## src/rtl/midi_decoder_pkg.sv

```systemverilog
// Shared MIDI types: note event record, message-type codes and decoder FSM states.
package MIDI;

  localparam int unsigned DATA_WIDTH = 7;

  localparam logic [3:0] NOTE_OFF       = 4'h8;
  localparam logic [3:0] NOTE_ON        = 4'h9;
  localparam logic [3:0] CONTROL_CHANGE = 4'hB;

  typedef enum logic {
    OFF = 1'b0,
    ON  = 1'b1
  } note_status_t;

  typedef struct packed {
    note_status_t            status;
    logic [DATA_WIDTH-1:0]   note_number;
    logic [DATA_WIDTH-1:0]   velocity;
  } note_change_t;

  typedef enum logic [1:0] {
    IDLE  = 2'd0,
    DATA1 = 2'd1,
    DATA2 = 2'd2,
    SKIP  = 2'd3
  } midi_decode_state_t;

endpackage

```

## src/rtl/midi_decoder.sv

```systemverilog
// MIDI byte-stream decoder: note on/off and control-change events with running status,
// channel filtering and real-time byte pass-over.
module midi_decoder
  import MIDI::*;
#(
  parameter int unsigned CHANNEL = 0,
  parameter int unsigned OMNI    = 0
) (
  input  logic                  clock_50_000_000,
  input  logic                  reset,
  input  logic [7:0]            byte_data,
  input  logic                  byte_valid,
  output note_change_t          note,
  output logic                  note_ready,
  output logic [DATA_WIDTH-1:0] cc_number,
  output logic [DATA_WIDTH-1:0] cc_value,
  output logic                  cc_ready
);

  midi_decode_state_t    state_q, state_d;
  logic [3:0]            msg_type_q, msg_type_d;
  logic [DATA_WIDTH-1:0] d1_q, d1_d;
  note_change_t          note_q, note_d;
  logic                  note_ready_q, note_ready_d;
  logic [DATA_WIDTH-1:0] cc_number_q, cc_number_d;
  logic [DATA_WIDTH-1:0] cc_value_q, cc_value_d;
  logic                  cc_ready_q, cc_ready_d;

  logic                  is_data, is_status, is_syscommon;
  logic                  type_ok, chan_ok;
  logic [DATA_WIDTH-1:0] d2;

  // Byte classification; real-time bytes (0xF8-0xFF) match none of these and fall through.
  always_comb begin
    is_data      = ~byte_data[7];
    is_status    = byte_data[7] && (byte_data[7:4] != 4'hF);
    is_syscommon = (byte_data[7:3] == 5'b11110);
    type_ok      = (byte_data[7:4] == NOTE_OFF) || (byte_data[7:4] == NOTE_ON) ||
                   (byte_data[7:4] == CONTROL_CHANGE);
    chan_ok      = (OMNI != 0) || (byte_data[3:0] == CHANNEL[3:0]);
    d2           = byte_data[DATA_WIDTH-1:0];
  end

  always_comb begin
    state_d      = state_q;
    msg_type_d   = msg_type_q;
    d1_d         = d1_q;
    note_d       = note_q;
    note_ready_d = 1'b0;
    cc_number_d  = cc_number_q;
    cc_value_d   = cc_value_q;
    cc_ready_d   = 1'b0;

    if (byte_valid) begin
      if (is_status) begin
        msg_type_d = byte_data[7:4];
        state_d    = (type_ok && chan_ok) ? DATA1 : SKIP;
      end else if (is_syscommon) begin
        msg_type_d = 4'h0;
        state_d    = (byte_data == 8'hF0) ? SKIP : IDLE;
      end else if (is_data) begin
        case (state_q)
          DATA1: begin
            d1_d    = byte_data[DATA_WIDTH-1:0];
            state_d = DATA2;
          end
          DATA2: begin
            state_d = DATA1;
            case (msg_type_q)
              NOTE_ON: begin
                note_d.status      = (d2 != '0) ? ON : OFF;
                note_d.note_number = d1_q;
                note_d.velocity    = d2;
                note_ready_d       = 1'b1;
              end
              NOTE_OFF: begin
                note_d.status      = OFF;
                note_d.note_number = d1_q;
                note_d.velocity    = d2;
                note_ready_d       = 1'b1;
              end
              CONTROL_CHANGE: begin
                cc_number_d = d1_q;
                cc_value_d  = d2;
                cc_ready_d  = 1'b1;
              end
              default: ;
            endcase
          end
          default: ;
        endcase
      end
    end
  end

  always_ff @(posedge clock_50_000_000 or posedge reset) begin
    if (reset) begin
      state_q      <= IDLE;
      msg_type_q   <= 4'h0;
      d1_q         <= '0;
      note_q       <= '{status: OFF, note_number: '0, velocity: '0};
      note_ready_q <= 1'b0;
      cc_number_q  <= '0;
      cc_value_q   <= '0;
      cc_ready_q   <= 1'b0;
    end else begin
      state_q      <= state_d;
      msg_type_q   <= msg_type_d;
      d1_q         <= d1_d;
      note_q       <= note_d;
      note_ready_q <= note_ready_d;
      cc_number_q  <= cc_number_d;
      cc_value_q   <= cc_value_d;
      cc_ready_q   <= cc_ready_d;
    end
  end

  assign note       = note_q;
  assign note_ready = note_ready_q;
  assign cc_number  = cc_number_q;
  assign cc_value   = cc_value_q;
  assign cc_ready   = cc_ready_q;

endmodule

```

## config.mk

```make
export PLATFORM = sky130hd
export DESIGN_NAME = midi_decoder
export DESIGN_NICKNAME = d
export VERILOG_FILES = /design/src/rtl/midi_decoder_pkg.sv /design/src/rtl/midi_decoder.sv
export SDC_FILE = /design/constraint.sdc
export NUM_CORES = 1
export LEC_CHECK = 0
export BUFFER_PORTS_ARGS = -buffer_cell sky130_fd_sc_hd__buf_2
export CAP_MARGIN = 20
export CORE_MARGIN = 2
export CORE_UTILIZATION = 50
export CTS_CLUSTER_DIAMETER = 50
export DETAILED_ROUTE_END_ITERATION = 12
export PLACE_DENSITY = 0.75
export SLEW_MARGIN = 20
export SYNTH_ARGS = -nofsm -noshare
export SYNTH_HDL_FRONTEND = slang
export SYNTH_SLANG_ARGS = --single-unit
```

## constraint.sdc

```tcl
create_clock -name clock_50_000_000 -period 3.5 [get_ports clock_50_000_000]
set_input_delay 0.7 -clock clock_50_000_000 [delete_from_list [all_inputs] [get_ports clock_50_000_000]]
set_output_delay 0.7 -clock clock_50_000_000 [all_outputs]
set_load 0.05 [all_outputs]
```

# After elaboration in Yosys (flattened, before gate mapping)
# Cells that the tools add are included.
[classes] eq_ne=12 bitwise=3 n_mux=22 n_reduce_logical=15
[ops] cell="one-hot mux 15 bit (2 select lines)" count=1
[ops] cell="equality test 4 bit, second input constant" count=6
[ops] cell="two-way mux 1 bit" count=13
[ops] cell="AND reduction 6 bit" count=2
[ops] cell="two-way mux 2 bit" count=5
[ops] cell="equality test 8 bit, second input constant" count=1
[ops] cell="two-way mux 4 bit" count=2
[ops] cell="nonzero test 7 bit" count=1
[ops] cell="equality test 5 bit, second input constant" count=1
[ops] cell="AND reduction 5 bit" count=1
[ops] cell="logical NOT 4 bit" count=1
[ops] cell="inequality test 4 bit, second input constant" count=1
[ops] cell="one-hot mux 2 bit (2 select lines)" count=1
[ops] cell="nonzero test 2 bit" count=2
[ops] cell="nonzero test 4 bit" count=1
[ops] cell="inequality test 3 x 1 -> 1 bit, second input constant" count=1
[ops] cell="inverter 1 bit" count=3
[ops] cell="AND reduction 3 bit" count=1
[ops] cell="equality test 2 x 1 -> 1 bit, second input constant" count=1
[ops] cell="equality test 2 bit, second input constant" count=1
[ops] cell="logical AND 1 bit" count=2
[ops] cell="logical OR 1 bit" count=2
[ops] cell="AND reduction 2 bit" count=1
[ops] cell="OR reduction 2 bit" count=1
[totals] input_bits=11 ff_bits=44 out_inout_bits=31

# Longest topological paths before layout
[depth] depth_word=8 depth_mapped=8 ltp_nobuf=6

# Worst setup path before layout
# Ideal clock, no wire load.
[synth_path] path_kind="input to register" from="input byte_data[7]" to="register note_q, in the netlist note[0]" path_buffers=3 setup_slack_ns=1.397 setup_ns=0.125 required_time_ns=3.375 cell_stages=6 arrival_ns=1.978 cell_sequence="buf_6 nand2b_4 or4_4 buf_6 buf_6 mux2_4"
[synth_via] elab_chain_cells=4 word_cells_on_any_way=7
[synth_lines] item="start, declared" line_no="midi_decoder.sv:11" source="input logic [7:0] byte_data,"
[synth_lines] item="inequality test 4 bit" line_no="midi_decoder.sv:36" source="is_status = byte_data[7] && (byte_data[7:4] != 4'hF);"
[synth_lines] item="logical AND 1 bit" line_no="midi_decoder.sv:36"
[synth_lines] item="inverter 1 bit (no source line)"
[synth_lines] item="AND reduction 6 bit (no source line) (*)"
[synth_lines] item="end signal, assigned" line_no="midi_decoder.sv:101" source="note_q <= '{status: OFF, note_number: '0, velocity: '0};"
[synth_lines] item="end signal, assigned" line_no="midi_decoder.sv:110" source="note_q <= note_d;"
[synth_lines] item="end, declared" line_no="midi_decoder.sv:23" source="note_change_t note_q, note_d;"
# Every way passes the cells marked *; elsewhere a longest branch is shown, timed or not.
# A chain may end at the register's enable or synchronous reset.

# Final worst setup path
[layout_path] from="register state_q[0]" to="register cc_number_q[1], in the netlist cc_number[1]"
[layout_via] elab_chain_cells=2
[layout_lines] item="start, declared" line_no="midi_decoder.sv:20" source="midi_decode_state_t state_q, state_d;"
[layout_lines] item="start signal, assigned" line_no="midi_decoder.sv:107" source="state_q <= state_d;"
[layout_lines] item="equality test 2 bit" line_no="midi_decoder.sv:62" source="case (state_q)"
[layout_lines] item="AND reduction 6 bit (no source line)"
[layout_lines] item="end signal, assigned" line_no="midi_decoder.sv:112" source="cc_number_q <= cc_number_d;"
[layout_lines] item="end, declared" line_no="midi_decoder.sv:25" source="logic [DATA_WIDTH-1:0] cc_number_q, cc_number_d;"
# Every way passes these cells.

==> impl_metrics.json <==
{
  "io_pins": 42,
  "setup_tns_ns": 0,
  "critical_path_class": "flip-flop to flip-flop",
  "seq_area_frac_synth_pct": 60.6,
  "synth.yosys.warnings": 0,
  "die_h_um": 64.3,
  "grt_pass1_wl_mm": 5.63,
  "layout_worst_path_cycle_share_pct": 57.9,
  "nets": 182,
  "grt.busiest_layer": "met2",
  "cts.sinks": 44,
  "cts_resized": 0,
  "fmax_mhz": 493,
  "worstSetupStartpoint": "state_q[0]",
  "tritoncts": "done",
  "wl_per_cell_um": 15.4,
  "antenna_found_initial": 0,
  "syn_area_um2": 1820,
  "end_kind": "flip-flop",
  "power_mw": 1.89,
  "use_met2_pct": 29.4,
  "grt_max_degree": 24,
  "synth_area_per_cell_um2": 14.7,
  "use_met3_pct": 5.46,
  "synthTopCellsByArea": "dfrtp_1, mux2_2, mux2_4",
  "core_um2": 3420,
  "status": "completed",
  "ctsRootBufferMaster": "clkbuf_4",
  "rrSetupSlack_ns": 1.47,
  "globalRouteOverflowTotal": 0,
  "ys_types": 24,
  "hpwlAfterDp_mm": 2.47,
  "drt_wl_total_mm": 3.32,
  "cap_violations": 0,
  "dr.pass1.iters": 4,
  "crit_fanout": 15,
  "p_leak_nw": 1.16,
  "rsz0062_at_grt": "no",
  "io_buffers": 41,
  "vias": 1150,
  "drive_above_1_share_pct": 51.2,
  "period_needed_ns": 2.03,
  "numCtsBuffers": 5,
  "worst_ep_arrival_time_ns": 2.27,
  "reg2regPathDepth": 6,
  "die_w_um": 64.3,
  "antenna_cells": 0,
  "synth_cells": 124,
  "h-tree-depth": 2,
  "fin_skew_ns": 0.0122,
  "die_area_um2": 4130,
  "cts_buffer_depth": 2,
  "worst_pin_slew_ns": 0.788,
  "rows": 21,
  "crit_required_ns": 3.75,
  "setup_violations": 0,
  "yosys.area.top_type": "dfrtp_1",
  "grt_pass1_vias": 1170,
  "use_met1_pct": 23.5,
  "drtAntennaViolNets": 0,
  "synth_top_area_share_pct": 60.6,
  "grt_usage_pct": 18.2,
  "ys_seq_elements": 44,
  "clk_pin_slew_ns": 0.13,
  "drc": 0,
  "initial_core_util_pct": 53.2,
  "globalplace.congestion": 0.788,
  "drv_slew": 0,
  "cts_setup_buffers": 0,
  "p_per_area_nw_per_um2": 883,
  "avgViaCountPerCell": 5.32,
  "ir_worst_vdd_mv": 0.411,
  "hold_viol_final": 0,
  "syn_nets": 137,
  "r2r_start": "state_q[0]",
  "drt_iter0_markers": 91,
  "cts_hold_buf": 0,
  "hold_ws_ns": 0.469,
  "clkLatencyLatePin_ns": 0.36,
  "hold_path_class": "input pin to async pin",
  "startpoint_type": "flip-flop",
  "area_delta_synth_final_pct": 18.0,
  "reg2reg_to": "cc_number[1]",
  "relSlewSlack_pct": 47.4
}
==> routing by layer <==
metal | part of all wire, % | wire length [µm]
met2 | 50 | 1660
met1 | 43 | 1420
met3 | 5.8 | 192
met4 | 1.5 | 51
met5 | 0 | 0
==> Yosys cell counts <==
cell and instances:
nor2_1 3, nand2_1 4, o21ai_0 6, nand2b_1 2, or4_4 1, nand3_1 3, nand3b_1 2, nand4b_1 1
buf_6 3, a32oi_1 1, inv_1 5, mux2_4 7, dfrtp_1 44, nand2b_4 1, nor3_1 1, mux2_2 28
nor4_1 1, nand4_1 1, nor2b_1 1, o21bai_1 1, and2_1 1, a22o_1 4, buf_2 1, ha_1 2
==> through the flow <==
| step | std cells | util [%] | instance area (µm²) | setup WS, ns |
|---|---|---|---|---|
| final | 216 | 62.8 | 2140 | 1.47 |
| after global routing | 216 | 62.8 | 2140 | 1.25 |
| after CTS | 216 | 62.8 | 2140 | 1.48 |
| after detailed placement | 208 | 60.0 | 2050 | 1.15 |
| after global placement | 208 | 60.0 | 2050 | 1.22 |
| after floorplan | 124 | - | 1820 | 1.40 |
==> cells in the final DEF (no fill, tap or decap), drive strengths merged, types with 3 or more instances in the layout <==
| cell type | instances |
|---|---|
| nand2 | 4 |
| nand2b | 3 |
| nor2 | 3 |
| nand3 | 3 |
| a22o | 4 |
| inv | 5 |
| clkbuf | 7 |
| buf | 42 |
| dfrtp | 44 |
| o21ai | 6 |
| mux2 | 35 |
==> state kept, by name, indices dropped and copies added, names as in the netlist <==
register	flops
d1_q	7
note_ready	1
cc_number	7
cc_ready	1
cc_value	7
msg_type_q	4
note	15
state_q	2
==> worst max-delay path by stage <==
stage / to / slack [ns] / cells after the start
floorplan: note[0] / 1.40 / 6
global placement: cc_value[0] / 1.22 / 5
detailed placement: cc_number[1] / 1.15 / 5
CTS: cc_number[1] / 1.48 / 6
global route: cc_number[0] / 1.25 / 6
finish: cc_number[1] / 1.47 / 6
==> cell type report <==
type | instances | area [µm²]
inverter | 5 | 18.8
tap | 46 | 57.6
clock inverter | 1 | 30.0
clock buffer | 7 | 65.1
timing repair buffer | 42 | 213
sequential | 44 | 1100
fill | 267 | 1270
multi-input combinational | 71 | 659
==> power by group <==
group,total [mW],leakage (nW),internal [mW],switching [mW]
Clock,0.347,0.0515,0.190,0.157
Sequential,0.768,0.564,0.674,0.0947
Combinational,0.778,0.541,0.238,0.540
Total,1.89,1.16,1.10,0.791
==> logic make-up after synthesis <==
group	synth area share (%)
adders and majority gates	1.38
DFF	60.6
muxes	23.1
AOI/OAI and AO/OA	4.47
buffers and inverters	3.17
and+or+nand+nor	7.29
==> worst max-delay path, stage by stage (launching register included) <==
cell     delay (ns)
dfrtp_1        0.42
inv_1          0.06
ha_1           0.16
nand2_1        0.07
nor3_1         0.14
nand3_1        0.55
mux2_2         0.50
No activity file was read; power rests on OpenSTA's default activity.
